<file path="src/rtl/sha256_job_scheduler.sv">
// sha256_job_scheduler
// Round-robin arbiter that shares one SHA-256 core among NUM_REQ requesters.
// Grants one job at a time, launches the core and follows its done handshake.
// When the job ends it returns a one-cycle completion pulse to the requester that owned it.
//
// Optional feature: define SHA_SCHED_WATCHDOG_EN to compile in a watchdog.
// The watchdog aborts a job after WDOG_CYCLES cycles and reports it with err.
//
// Ports:
//   clk, reset_n            clock, synchronous active-low reset
//   req[NUM_REQ]            level job requests
//   req_msg_addr/out_addr   16-bit addresses per requester, slice k = requester k
//   grant[NUM_REQ]          one-cycle pulse, job accepted and addresses latched
//   cmpl[NUM_REQ]           one-cycle pulse, job finished
//   err                     high with cmpl when the watchdog aborted the job
//   busy                    high from the grant cycle through the cmpl cycle
//   core_start              one-cycle start pulse to the core
//   core_message_addr/core_output_addr  latched job addresses
//   core_done               core idle flag
module sha256_job_scheduler #(
    parameter int unsigned NUM_REQ     = 4,
    parameter int unsigned WDOG_CYCLES = 4096
) (
    input  logic                    clk,
    input  logic                    reset_n,
    input  logic [NUM_REQ-1:0]      req,
    input  logic [16*NUM_REQ-1:0]   req_msg_addr,
    input  logic [16*NUM_REQ-1:0]   req_out_addr,
    output logic [NUM_REQ-1:0]      grant,
    output logic [NUM_REQ-1:0]      cmpl,
    output logic                    err,
    output logic                    busy,
    output logic                    core_start,
    output logic [15:0]             core_message_addr,
    output logic [15:0]             core_output_addr,
    input  logic                    core_done
);

    localparam int unsigned PTR_W = (NUM_REQ > 1) ? $clog2(NUM_REQ) : 1;

    typedef enum logic [2:0] {
        IDLE,
        LAUNCH,
        WAIT_BUSY,
        WAIT_DONE,
        COMPLETE
    } state_t;

    state_t             state, state_nxt;
    logic [PTR_W-1:0]   rr_ptr, rr_ptr_nxt;
    logic [PTR_W-1:0]   owner, owner_nxt;
    logic [NUM_REQ-1:0] grant_nxt, cmpl_nxt;
    logic               err_nxt, busy_nxt, start_nxt;
    logic [15:0]        msg_nxt, out_nxt;

    logic               pick_found;
    logic [PTR_W-1:0]   pick_idx;
    logic [PTR_W-1:0]   cand;

    logic [15:0]        msg_arr [NUM_REQ];
    logic [15:0]        out_arr [NUM_REQ];

    // Unpack the flat address buses into per-requester words.
    for (genvar k = 0; k < NUM_REQ; k++) begin : g_unpack
        assign msg_arr[k] = req_msg_addr[16*k +: 16];
        assign out_arr[k] = req_out_addr[16*k +: 16];
    end

    // First set request at or above rr_ptr, wrapping around.
    always_comb begin
        pick_found = 1'b0;
        pick_idx   = '0;
        cand       = '0;
        for (int unsigned i = 0; i < NUM_REQ; i++) begin
            cand = PTR_W'((32'(rr_ptr) + i) % NUM_REQ);
            if (!pick_found && req[cand]) begin
                pick_found = 1'b1;
                pick_idx   = cand;
            end
        end
    end

`ifdef SHA_SCHED_WATCHDOG_EN
    localparam int unsigned WD_W = $clog2(WDOG_CYCLES + 1);
    logic [WD_W-1:0] wdog_cnt, wdog_nxt;
    logic            wdog_hit;
    assign wdog_hit = (wdog_cnt == WD_W'(WDOG_CYCLES));
`else
    logic unused_wdog;
    assign unused_wdog = ^32'(WDOG_CYCLES);
`endif

    // Next-state and next-output logic.
    always_comb begin
        state_nxt  = state;
        rr_ptr_nxt = rr_ptr;
        owner_nxt  = owner;
        grant_nxt  = '0;
        cmpl_nxt   = '0;
        err_nxt    = 1'b0;
        start_nxt  = 1'b0;
        busy_nxt   = busy;
        msg_nxt    = core_message_addr;
        out_nxt    = core_output_addr;
`ifdef SHA_SCHED_WATCHDOG_EN
        wdog_nxt   = wdog_cnt;
`endif
        case (state)
            IDLE: begin
                busy_nxt = 1'b0;
                // A low core_done means the core is in use externally.
                if (pick_found && core_done) begin
                    owner_nxt           = pick_idx;
                    grant_nxt[pick_idx] = 1'b1;
                    msg_nxt             = msg_arr[pick_idx];
                    out_nxt             = out_arr[pick_idx];
                    busy_nxt            = 1'b1;
                    state_nxt           = LAUNCH;
                end
            end
            LAUNCH: begin
                start_nxt = 1'b1;
                state_nxt = WAIT_BUSY;
`ifdef SHA_SCHED_WATCHDOG_EN
                wdog_nxt  = '0;
`endif
            end
            WAIT_BUSY: begin
`ifdef SHA_SCHED_WATCHDOG_EN
                if (wdog_hit) begin
                    state_nxt = COMPLETE;
                end else begin
                    wdog_nxt = wdog_cnt + WD_W'(1);
                    if (!core_done) state_nxt = WAIT_DONE;
                end
`else
                if (!core_done) state_nxt = WAIT_DONE;
`endif
            end
            WAIT_DONE: begin
`ifdef SHA_SCHED_WATCHDOG_EN
                // The counter freezes below the limit on a normal finish, so wdog_hit is true in COMPLETE only after an abort.
                if (wdog_hit || core_done) begin
                    state_nxt = COMPLETE;
                end else begin
                    wdog_nxt = wdog_cnt + WD_W'(1);
                end
`else
                if (core_done) state_nxt = COMPLETE;
`endif
            end
            COMPLETE: begin
                cmpl_nxt[owner] = 1'b1;
`ifdef SHA_SCHED_WATCHDOG_EN
                err_nxt         = wdog_hit;
`endif
                busy_nxt        = 1'b1;
                rr_ptr_nxt      = (owner == PTR_W'(NUM_REQ - 1)) ? '0 : owner + PTR_W'(1);
                state_nxt       = IDLE;
            end
            default: state_nxt = IDLE;
        endcase
    end

    // State and output registers.
    always_ff @(posedge clk) begin
        if (!reset_n) begin
            state             <= IDLE;
            rr_ptr            <= '0;
            owner             <= '0;
            grant             <= '0;
            cmpl              <= '0;
            err               <= 1'b0;
            busy              <= 1'b0;
            core_start        <= 1'b0;
            core_message_addr <= '0;
            core_output_addr  <= '0;
        end else begin
            state             <= state_nxt;
            rr_ptr            <= rr_ptr_nxt;
            owner             <= owner_nxt;
            grant             <= grant_nxt;
            cmpl              <= cmpl_nxt;
            err               <= err_nxt;
            busy              <= busy_nxt;
            core_start        <= start_nxt;
            core_message_addr <= msg_nxt;
            core_output_addr  <= out_nxt;
        end
    end

`ifdef SHA_SCHED_WATCHDOG_EN
    always_ff @(posedge clk) begin
        if (!reset_n) wdog_cnt <= '0;
        else          wdog_cnt <= wdog_nxt;
    end
`endif

endmodule

</file>
<file path="config.mk">
export PLATFORM = sky130hd
export DESIGN_NAME = sha256_job_scheduler
export DESIGN_NICKNAME = d
export VERILOG_FILES = /design/src/rtl/sha256_job_scheduler.sv
export SDC_FILE = /design/constraint.sdc
export NUM_CORES = 1
export LEC_CHECK = 0
export CAP_MARGIN = 20
export CORE_MARGIN = 5
export CORE_UTILIZATION = 30
export DETAILED_ROUTE_END_ITERATION = 6
export PLACE_DENSITY_LB_ADDON = 0.08
export SETUP_SLACK_MARGIN = 0.15
export SLEW_MARGIN = 20
export SYNTH_ARGS = -nofsm -noshare
export SYNTH_HDL_FRONTEND = slang
export SYNTH_SLANG_ARGS = --single-unit
</file>
<file path="constraint.sdc">
create_clock -name clk -period 3.57 [get_ports clk]
set_input_delay 0.5355 -clock clk [delete_from_list [all_inputs] [get_ports clk]]
set_output_delay 0.5355 -clock clk [all_outputs]
set_load 0.02 [all_outputs]
</file>
==> flow_summary.yaml <==
outcome:
  run_status: "complete, but fails checks"
  failing_checks: "DRC"
clock_network:
  postCtsResizedCells: 0
  holdBufCountCts: 0
  clk_latency_ns: 0.29
  clkTransAtPathRegs_ns: 0.09
  cts_root_buffer: "sky130_fd_sc_hd__clkbuf_8"
  post_cts.repair.setup_buffers: 0
  tritoncts: "built"
  cts_htree_levels: 2
  clockBufferDepth: 2
  cts_inserted_buffers: 5
  cts_num_sinks: 49
floorplanning:
  ioPinCount: 178
  floorplan_core_area_um2: 7687
  design.die.area_um2: 9740
  start_util: 0.3070
  die_h_um: 98.69
  rows: 32
  die_width_um: 98.69
hold_path:
  hold_class: "reg2reg"
timing:
  drv_slew: 0
  final-setup-viol-count: 0
  max-slew-margin-rel: 0.4949
  finalHoldViolCount: 0
  setup_repair_after_global_routing_missed_its_margin: "no"
  final.setup.worst_slack_ns: 1.252
  final.setup_skew_ns: 0.003852
  final.period_utilization: 0.6494
  maxClockFrequency_mhz: 431.4
  tightest_slew_ns: 0.7552
  layout_min_cycle_time_ns: 2.318
  setup_total_negative_slack_ns: 0
logic_synthesis:
  synth.distinct_cells: 33
  synth_warnings: 0
  synth.most_common_cell: "sky130_fd_sc_hd__dfxtp_1"
  synth_top_cells_by_area: "sky130_fd_sc_hd__dfxtp_1 42%, sky130_fd_sc_hd__a222oi_1 14%, sky130_fd_sc_hd__a31oi_1 8.5%, sky130_fd_sc_hd__nand2_1 6.4%, sky130_fd_sc_hd__o21ai_0 5.9%"
  synth.ff_latch_count: 49
  synth_top_area_cell: "sky130_fd_sc_hd__dfxtp_1"
  synth_common_cells: "49 x sky130_fd_sc_hd__dfxtp_1, 40 x sky130_fd_sc_hd__nand2_1, 32 x sky130_fd_sc_hd__a222oi_1, 32 x sky130_fd_sc_hd__a31oi_1, 28 x sky130_fd_sc_hd__o21ai_0"
  post_synthesis_instance_area_um2: 2360
  synthesis.instances: 275
  ys_async_sr_fraction: 0
  yosys_most_used_dff: "sky130_fd_sc_hd__dfxtp_1"
  synth-edff-count: 0
  synth.top_cell.area_share: 0.4157
  syn-num-nets: 414
  mapped_avg_cell_area_um2: 8.581
  synth_sequential_area_ratio: 0.4157
global_route:
  grt_first_pass_wirelength_um: 14100
  grt_pass1_vias: 2847
  grt_util_all_layers: 0.1785
  grt.overflow.total: 0
  grt_antenna_before_repair: 0
  grt_start_max_net_pins: 49
placed_design:
  place.gp.congestion: 0.7630
  placement.io_buffers: 176
  detailed_place_hpwl_um: 6674
  pre_cts_slack_ns: 0.9388
  number_of_instances_in_the_placed_design: 530
pwr:
  p_switching_mw: 0.4070
  pwr-share-seq: 0.415
  cellInternalPower_mw: 1.084
  clock_share_of_power: 0.273
  vdd_ir_drop_max_uv: 156.0
  p_leak_nw: 1.573
  cell_pwr_density_nw_per_um2: 348.1
  share_comb_of_total_power: 0.312
  switching_share: 0.2729
layout:
  final_cell_count_no_fill: 538
  design.final.nets: 574
  layout_overhead_on_the_synthesized_area_pct: 81.55
  final_layout_size_suffix_gt1_frac: 0.03899
  postLayoutCoreUtil: 0.5573
  diodes: 0
detailed_routing:
  avgViaCountPerCell: 5.169
  drc: 2
  wl_per_instance_um: 16.71
  firstDrtPassIters: 7
  drt_wl_total_um: 8991
  drt_iter0_markers: 200
  total_number_of_vias: 2781
  number_of_nets_with_antenna_violations_after_detailed_routing: 0
critical_path:
  wp_data_required_ns: 3.79
  critPathLaunchType: "primary input"
  cp-end-kind: "flop"
  cp_max_fo: 48
  critPathKind: "in2reg"
  data_arrival_at_the_endpoint_of_the_critical_path_ns: 2.54
run:
  maxCapViolCount: 0
==> through the flow <==
stage | power [mW] | area, um2 | hold WS (ns)
after floorplan | 0.8240 | 2360 | 0.4452
after global placement | 1.096 | 4168 | 0.4608
after detailed placement | 1.100 | 4168 | 0.4763
after CTS | 1.512 | 4284 | 0.4891
after global routing | 1.577 | 4284 | 0.5248
final | 1.491 | 4284 | 0.4869
==> layout by cell type (no fill, tap or decap), drive strengths merged, types with 2 or more instances in the layout <==
cell type / netlist / layout
inv: 4 / 4
dfxtp: 49 / 49
nand3: 2 / 2
a31oi: 32 / 32
nor2b: 3 / 3
nor2: 8 / 8
o22ai: 2 / 2
ha: 4 / 4
buf: 13 / 5
and3: 5 / 5
a21oi: 7 / 7
and2: 4 / 4
a222oi: 32 / 32
nand2b: 2 / 2
clkbuf: 15 / 7
a21boi: 3 / 3
nor3: 4 / 4
nand2: 40 / 40
nor3b: 2 / 2
clkdlybuf4s50: 0 / 176
o21ai: 36 / 36
==> kinds of logic (layout without fill, tap and decap cells) <==
kind of cell | count (synthesis) | count (layout) | synth area share
other | 1 | 1 | 0.001589
adders and majority gates | 4 | 4 | 0.02121
and+or+nand+nor | 71 | 71 | 0.1368
DFF | 49 | 49 | 0.4157
AOI/OAI and AO/OA | 118 | 118 | 0.3568
buffers and inverters | 32 | 193 | 0.06786
==> area by class of cell <==
| cell class | instances | area [um2] |
|---|---|---|
| clock inverters | 1 | 30.03 |
| multi-input cells | 194 | 1232 |
| well taps | 102 | 127.6 |
| inverters | 4 | 15.01 |
| flip-flops and latches | 49 | 980.9 |
| fillers | 716 | 3403 |
| clock buffers | 7 | 86.33 |
| repair buffers | 181 | 1812 |
==> per-layer routing <==
layer,track usage,vias to the layer above,wire [um]
li1,-,1385,-
met1,0.1976,1266,3522
met2,0.3219,122,4475
met3,0.06936,8,871
met4,0.04097,0,122
met5,0,-,0
==> power by group through the flow <==
| stage | sequential (mW) | combinational (mW) | clock (mW) |
|---|---|---|---|
| floorplan | 0.683 | 0.141 | 0 |
| global placement | 0.629 | 0.467 | 0 |
| detailed placement | 0.631 | 0.470 | 0 |
| CTS | 0.619 | 0.471 | 0.422 |
| global route | 0.625 | 0.502 | 0.450 |
| finish | 0.619 | 0.466 | 0.407 |
==> flip-flops by register name (all words and copies together) (netlist names) <==
name,count
core_message_addr,16
owner,2
cmpl,4
core_start,1
core_output_addr,16
grant,4
state,3
rr_ptr,2
busy,1
==> critical path, stage by stage <==
cell and delay [ns]:
sky130_fd_sc_hd__clkdlybuf4s50_1 0.68, sky130_fd_sc_hd__o41a_1 0.21, sky130_fd_sc_hd__nand2_1 0.12, sky130_fd_sc_hd__nor2_4 0.43, sky130_fd_sc_hd__buf_12 0.28, sky130_fd_sc_hd__o21ai_0 0.10
sky130_fd_sc_hd__a31oi_1 0.17
==> path summary, 6_finish.rpt <==
kind	slack, ns	endpoint	startpoint	cells past startpoint
hold reg to reg	0.49	core_start	state[1]	1
setup reg to reg	1.57	core_message_addr[10]	rr_ptr[1]	5
hold / removal	0.49	core_start	state[1]	1
setup / recovery	1.25	core_output_addr[4]	req[3]	7
No activity file was read; power rests on OpenSTA's default activity.
